File: src/rtl/bcd_display_sequencer_pkg.sv
// rtl/bcd_display_sequencer_pkg.sv - shared types and segment constants for the BCD display sequencer
// Contents: controller state enum, active-low segment codes {dp,g,f,e,d,c,b,a},
// digit count, and the shift-add-3 nibble correction helper.
package bcd_disp_pkg;

  localparam int DIGITS = 6;

  typedef enum logic [1:0] {IDLE, CONVERT, SCAN, DONE} state_t;

  localparam logic [7:0] SEG_BLANK = 8'hFF;
  localparam logic [7:0] SEG_ERR   = 8'h7F;

  localparam logic [7:0] SEG_DIGIT [0:9] = '{
    8'hC0, 8'hF9, 8'hA4, 8'hB0, 8'h99,
    8'h92, 8'h82, 8'hF8, 8'h80, 8'h90
  };

  // Double-dabble correction: a nibble of 5 or more would exceed 9 after the
  // next shift, so pre-add 3 to carry it into the next decimal place.
  function automatic logic [3:0] add3(input logic [3:0] n);
    return (n >= 4'd5) ? n + 4'd3 : n;
  endfunction

endpackage

File: src/rtl/bcd_display_sequencer_if.sv
// rtl/bcd_display_sequencer_if.sv - load handshake bundle between producer and display sequencer
// Signals: value_in (binary value), load (request), ready (idle), done (update pulse),
// overflow (last accepted value out of range).
// master: drives value_in/load; slave: drives ready/done/overflow.
interface bcd_display_sequencer_if #(
  parameter int WIDTH = 20
) ();
  logic [WIDTH-1:0] value_in;
  logic             load;
  logic             ready;
  logic             done;
  logic             overflow;

  modport master (output value_in, output load, input ready, input done, input overflow);
  modport slave  (input value_in, input load, output ready, output done, output overflow);
endinterface

File: src/rtl/bcd_display_sequencer_seg_decode.sv
// rtl/bcd_display_sequencer_seg_decode.sv - combinational BCD nibble to active-low 7-segment decoder
// Ports: nibble (4-bit BCD digit in), seg (8-bit active-low {dp,g,f,e,d,c,b,a} out).
// Non-decimal nibbles 10-15 show the error pattern.
module bcd_seg_decode
  import bcd_disp_pkg::*;
(
  input  logic [3:0] nibble,
  output logic [7:0] seg
);

  always_comb begin
    seg = SEG_ERR;
    case (nibble)
      4'd0: seg = SEG_DIGIT[0];
      4'd1: seg = SEG_DIGIT[1];
      4'd2: seg = SEG_DIGIT[2];
      4'd3: seg = SEG_DIGIT[3];
      4'd4: seg = SEG_DIGIT[4];
      4'd5: seg = SEG_DIGIT[5];
      4'd6: seg = SEG_DIGIT[6];
      4'd7: seg = SEG_DIGIT[7];
      4'd8: seg = SEG_DIGIT[8];
      4'd9: seg = SEG_DIGIT[9];
      default: seg = SEG_ERR;
    endcase
  end

endmodule

File: src/rtl/bcd_display_sequencer.sv
// rtl/bcd_display_sequencer.sv - binary to six-digit 7-segment display sequencer
// Ports: clk, rst (synchronous, active-high); bus (slave: value_in, load, ready,
// done, overflow); HEX0..HEX5 registered active-low segment outputs, HEX0 = LSD.
// Flow: IDLE -> CONVERT (WIDTH shift-add-3 steps) -> SCAN (one digit per clock
// through a single shared decoder) -> DONE -> IDLE.
module bcd_display_sequencer #(
  parameter int          WIDTH    = 20,
  parameter int          DIGITS   = 6,
  parameter bit          LZ_BLANK = 1'b1,
  parameter int unsigned MAX_VAL  = 999999
) (
  input  logic                     clk,
  input  logic                     rst,
  bcd_display_sequencer_if.slave   bus,
  output logic [7:0]               HEX0,
  output logic [7:0]               HEX1,
  output logic [7:0]               HEX2,
  output logic [7:0]               HEX3,
  output logic [7:0]               HEX4,
  output logic [7:0]               HEX5
);
  import bcd_disp_pkg::*;

  localparam int CW = $clog2(WIDTH);

  state_t                state;
  logic [WIDTH-1:0]      bin;
  logic [4*DIGITS-1:0]   bcd;
  logic [4*DIGITS-1:0]   bcd_adj;
  logic [CW-1:0]         cnt;
  logic [2:0]            idx;
  logic [7:0]            hex_q [DIGITS];
  logic                  ready_q;
  logic                  done_q;
  logic                  ovf_q;
  logic [3:0]            nib;
  logic [7:0]            dec_seg;
  logic [7:0]            digit_code;
  logic                  upper_zero;

  always_comb begin
    bcd_adj = '0;
    for (int i = 0; i < DIGITS; i++) begin
      bcd_adj[4*i +: 4] = add3(bcd[4*i +: 4]);
    end
  end

  assign nib = bcd[4*idx +: 4];

  bcd_seg_decode u_dec (
    .nibble (nib),
    .seg    (dec_seg)
  );

  // Leading-zero test: this digit and everything above it are zero.
  always_comb begin
    upper_zero = 1'b1;
    for (int i = 0; i < DIGITS; i++) begin
      if (i >= int'(idx) && bcd[4*i +: 4] != 4'd0) upper_zero = 1'b0;
    end
  end

  always_comb begin
    digit_code = dec_seg;
    if (ovf_q)                                     digit_code = SEG_ERR;
    else if (LZ_BLANK && idx != 3'd0 && upper_zero) digit_code = SEG_BLANK;
  end

  // ready/done trail the state by one clock, so a load is taken only when
  // both the state is IDLE and ready has already been presented as high.
  always_ff @(posedge clk) begin
    if (rst) begin
      state   <= IDLE;
      bin     <= '0;
      bcd     <= '0;
      cnt     <= '0;
      idx     <= '0;
      ready_q <= 1'b1;
      done_q  <= 1'b0;
      ovf_q   <= 1'b0;
      for (int i = 0; i < DIGITS; i++) hex_q[i] <= SEG_BLANK;
    end else begin
      ready_q <= (state == IDLE);
      done_q  <= (state == DONE);
      case (state)
        IDLE: begin
          if (bus.load && ready_q) begin
            bin   <= bus.value_in;
            ovf_q <= 32'(bus.value_in) > MAX_VAL;
            bcd   <= '0;
            cnt   <= '0;
            state <= CONVERT;
          end
        end
        CONVERT: begin
          // Bits leaving the top of bcd are dropped; overflow flags that case.
          bcd <= {bcd_adj[4*DIGITS-2:0], bin[WIDTH-1]};
          bin <= bin << 1;
          if (cnt == CW'(WIDTH - 1)) begin
            idx   <= '0;
            state <= SCAN;
          end else begin
            cnt <= cnt + 1'b1;
          end
        end
        SCAN: begin
          hex_q[idx] <= digit_code;
          if (idx == 3'(DIGITS - 1)) state <= DONE;
          else                       idx   <= idx + 3'd1;
        end
        DONE:    state <= IDLE;
        default: state <= IDLE;
      endcase
    end
  end

  assign bus.ready    = ready_q;
  assign bus.done     = done_q;
  assign bus.overflow = ovf_q;

  assign HEX0 = hex_q[0];
  assign HEX1 = hex_q[1];
  assign HEX2 = hex_q[2];
  assign HEX3 = hex_q[3];
  assign HEX4 = hex_q[4];
  assign HEX5 = hex_q[5];

endmodule

File: src/flat_wrapper.sv
// flat-port wrapper written by rule: the top's interface ports become plain ports
module bcd_display_sequencer_flat import bcd_disp_pkg::*;
#(
  parameter int          WIDTH    = 20,
  parameter int          DIGITS   = 6,
  parameter bit          LZ_BLANK = 1'b1,
  parameter int unsigned MAX_VAL  = 999999
)
  (clk, rst, HEX0, HEX1, HEX2, HEX3, HEX4, HEX5, bus_value_in, bus_load, bus_ready, bus_done, bus_overflow);
  bcd_display_sequencer_if #(.WIDTH(WIDTH)) bus_i ();
  input  logic clk;
  input  logic rst;
  output logic [7:0] HEX0;
  output logic [7:0] HEX1;
  output logic [7:0] HEX2;
  output logic [7:0] HEX3;
  output logic [7:0] HEX4;
  output logic [7:0] HEX5;
  input wire logic [$bits(bus_i.value_in)-1:0] bus_value_in;
  input wire logic [$bits(bus_i.load)-1:0] bus_load;
  output wire logic [$bits(bus_i.ready)-1:0] bus_ready;
  output wire logic [$bits(bus_i.done)-1:0] bus_done;
  output wire logic [$bits(bus_i.overflow)-1:0] bus_overflow;
  assign bus_i.value_in = bus_value_in;
  assign bus_i.load = bus_load;
  assign bus_ready = bus_i.ready;
  assign bus_done = bus_i.done;
  assign bus_overflow = bus_i.overflow;
  bcd_display_sequencer #(.WIDTH(WIDTH), .DIGITS(DIGITS), .LZ_BLANK(LZ_BLANK), .MAX_VAL(MAX_VAL)) u_core (.clk(clk), .rst(rst), .bus(bus_i), .HEX0(HEX0), .HEX1(HEX1), .HEX2(HEX2), .HEX3(HEX3), .HEX4(HEX4), .HEX5(HEX5));
endmodule
File: config.mk
export PLATFORM = sky130hd
export DESIGN_NAME = bcd_display_sequencer_flat
export DESIGN_NICKNAME = d
export VERILOG_FILES = /design/src/rtl/bcd_display_sequencer_pkg.sv /design/src/rtl/bcd_display_sequencer_if.sv /design/src/rtl/bcd_display_sequencer_seg_decode.sv /design/src/rtl/bcd_display_sequencer.sv /design/src/flat_wrapper.sv
export SDC_FILE = /design/constraint.sdc
export NUM_CORES = 1
export LEC_CHECK = 0
export ABC_AREA = 1
export CAP_MARGIN = 25
export CORE_MARGIN = 2
export CORE_UTILIZATION = 51
export CTS_BUF_LIST = sky130_fd_sc_hd__clkbuf_8
export DETAILED_ROUTE_END_ITERATION = 10
export PLACE_DENSITY = 0.78
export SYNTH_ARGS = -nofsm -noshare
export SYNTH_HDL_FRONTEND = slang
export SYNTH_SLANG_ARGS = --single-unit
File: constraint.sdc
create_clock -name clk -period 2 [get_ports clk]
set_clock_uncertainty 0.05 [all_clocks]
set_input_delay 0.2 -clock clk [delete_from_list [all_inputs] [get_ports clk]]
set_output_delay 0.2 -clock clk [all_outputs]
set_load 0.05 [all_outputs]
==> reports/metrics.yaml <==
multi_input_area_um2: 2460
finalHoldViolCount: 0
synth.top_cell.area_share: 0.269
setup_viol: 0
min_period_ns: 1.93
overflow: 0
synth_area_um2: 5360
grt_first_pass_wirelength_um: 20100
arrival_ns: 2.00
maxCapViolations: 0
synth_cells: 640
yosys_warnings: 0
rsz0062_at_grt: "true"
crit_buf_inv: 4
ff2ff_setup_slack_ns: 0.07
wirelength_um: 12600
peakVddDrop_mv: 0.572
maxSlewViolCount: 0
switching_share: 0.420
synth_compound_area_frac: 0.133
tightest_slew_ns: 0.535
synth_seq_cells: 105
clockBufferDepth: 2
power_frac_comb: 0.419
dr.pass1.iters: 5
grt_max_degree: 37
area_delta_synth_final_pct: 27.0
slowest_delay_ns: 0.37
synth_fa_ha_area_frac: 0.0584
pwr-share-clk: 0.184
critPathMaxFanout: 9
muxShareOfSynthArea: 0
cp_top_family: "buffers and inverters"
pre_cts_ws_ns: -0.0783
synth_cell_types: 34
cts_max_level: 3
numCtsBuffers: 9
synth_top_area_cell: "edfxtp_1"
nFillCells: 863
place_congestion: 0.867
cts_tree: "built"
core.rowCount: 37
port_buffers: 73
final_util: 0.662
cts_root_buffer: "clkbuf_8"
cp-end-kind: "flip-flop"
drive_gt1_frac: 0.147
ant_nets: 0
p_leak_nw: 2.53
track_usage: 0.220
fp.dieH_um: 106
slowest_stage: "dfxtp_2"
power.density_nw_per_um2: 1050
gr-usage-met2: 0.391
synthSimpleGateAreaFrac: 0.239
seq_area_frac_synth: 0.482
diodes: 0
initial_core_util: 0.521
cp.required_ns: 2.07
setup_tns_ns: 0
outcome: "finished, final reports clean"
hold_class: "in2reg"
fin_crit_sh: 0.964
core_area_um2: 10300
worstSetupPathType: "reg2reg"
ys_top_cells_by_area: "edfxtp_1 (27%), dfxtp_1 (21%), nand2_1 (11%)"
place_area_um2: 6410
fin_nets: 782
clock_insertion_delay_worst_skew_ns: 0.38
grt_pass1_vias: 4426
clock-sinks: 105
setup_slack_ns: 0.0726
synthXorXnorAreaFrac: 0.0131
io_pins: 74
num_vias: 4783
drtIter0Drc: 293
p_seq_frac: 0.398
regArea_um2: 2600
max_slew_margin: 0.642
netSwitchingPower_mw: 3.00
antenna_found_initial: 0
max_freq_mhz: 519
die-area_um2: 11300
busiest_layer: "met2"
hold_ws_ns: 0.337
p_int_mw: 4.15
post_drt_wl_per_cell_um: 14.4
use_met3: 0.0313
cp_cell_sequence: "inv_1, ha_1, inv_1, nor2_1, nand2_1, nand2_1, nand3_1, nand2_2, a21oi_4, buf_12, buf_6, nand4_1"
vias_per_cell: 5.47
avgSynthCellArea_um2: 8.37
synth_top_family_by_area: "simple AND/OR/NAND/NOR gates"
finalInstanceArea_um2: 6800
place_hpwl_um: 8940
syn_nets: 688
start_kind: "flip-flop"
die_w_um: 106
use_met1: 0.266
clk_pin_slew_ns: 0.11
remaining_drc_errors: 0
[power by group through the flow]
stage,registers [mW],logic [mW],clock network [mW]
CTS,2.83,2.75,1.33
global placement,2.86,2.64,0
detailed placement,2.88,2.71,0
finish,2.84,2.99,1.31
floorplan,2.96,1.80,0
global route,2.89,3.31,1.40
[layout make-up]
| cell class | count | area share |
|---|---|---|
| inverter | 66 | 0.0368 |
| clock buffer | 9 | 0.0182 |
| multi-input combinational | 439 | 0.362 |
| timing repair buffer | 113 | 0.164 |
| tap | 136 | 0.0250 |
| sequential | 105 | 0.382 |
| clock inverter | 7 | 0.0120 |
[worst register-to-register path: cells and delay by family, from the launching register on]
kind            cells  cell delay [ns]
compound gates      1             0.20
buf+inv             4             0.43
flops               1             0.37
fa+ha+maj           1             0.21
simple gates        6             0.43
[final timing paths]
| check | cells past startpoint | startpoint | endpoint |
|---|---|---|---|
| worst max-delay path | 12 | u_core.bcd[9] | u_core.hex_q[0][6] |
| worst min-delay path | 3 | bus_value_in[5] | u_core.bin[5] |
| worst max register to register | 12 | u_core.bcd[9] | u_core.hex_q[0][6] |
| worst min register to register | 2 | u_core.bin[14] | u_core.bin[15] |
[cell usage in the layout, fill, tap and decap left out, drive strengths merged, types with 10 or more instances in the layout]
cell	Yosys	final
nand3	39	39
nand4	33	33
nand2	163	163
buf	12	39
a21oi	42	42
dfxtp	57	57
o211ai	10	10
a31oi	21	21
edfxtp	48	48
ha	25	25
clkdlybuf4s50	0	73
nor2	32	32
clkbuf	18	10
inv	66	70
o21ai	43	43
[cells in the mapped netlist]
library cell	instances
clkbuf_1	18
nand2_2	1
nand2_4	1
a31o_2	1
inv_1	57
nand3_1	36
o31ai_1	4
o211ai_1	10
or2_2	4
a31oi_1	21
inv_2	9
buf_2	6
o21ai_2	2
ha_1	25
nand2_1	161
dfxtp_1	57
nor3_1	4
nor3_2	2
nand3_2	3
nor3b_1	1
buf_6	2
nor2_1	25
a21oi_1	41
buf_4	4
nor2_2	5
a211oi_1	4
edfxtp_1	48
o21ai_0	41
nand4_1	33
nor2_4	2
and2_1	1
nand3b_1	2
xor2_1	8
a21oi_2	1
[per-layer routing]
metal	vias up	share of wire
li1	2379	-
met1	2201	0.42
met2	171	0.49
met3	32	0.054
met4	0	0.030
met5	-	0
[metrics by stage]
stage / instances / power [mW]
after floorplan: 640 / 4.75
after global placement: 854 / 5.50
after detailed placement: 854 / 5.59
after CTS: 870 / 6.91
after global routing: 875 / 7.60
final: 875 / 7.15
[cell families (layout without fill, tap and decap cells)]
kind of cell | after synthesis | after routing
XOR/XNOR | 8 | 8
AND/OR/NAND/NOR | 281 | 281
AO/OA/AOI/OAI | 125 | 125
buffers and inverters | 96 | 195
flip-flops | 105 | 105
adder cells (fa/ha/maj) | 25 | 25
[sequential cells by signal, indices dropped and copies added (netlist names)]
| name | flops |
|---|---|
| u_core.hex_q | 48 |
| u_core.bcd | 24 |
| u_core.bin | 20 |
| u_core.cnt | 5 |
| u_core.idx | 3 |
| u_core.state | 2 |
| u_core.bus.done | 1 |
| u_core.bus.overflow | 1 |
| u_core.bus.ready | 1 |
[timing repair]
action                                  4_1_cts  5_1_grt
gates resized for setup                       3       33
hold buffers                                  0        0
endpoints found under the setup margin       13       74
cloned                                        0        3
endpoints found under the hold margin         0        0
pin swaps                                     0        8
setup buffers                                 0        2
Power figures use the tool's default switching activity.
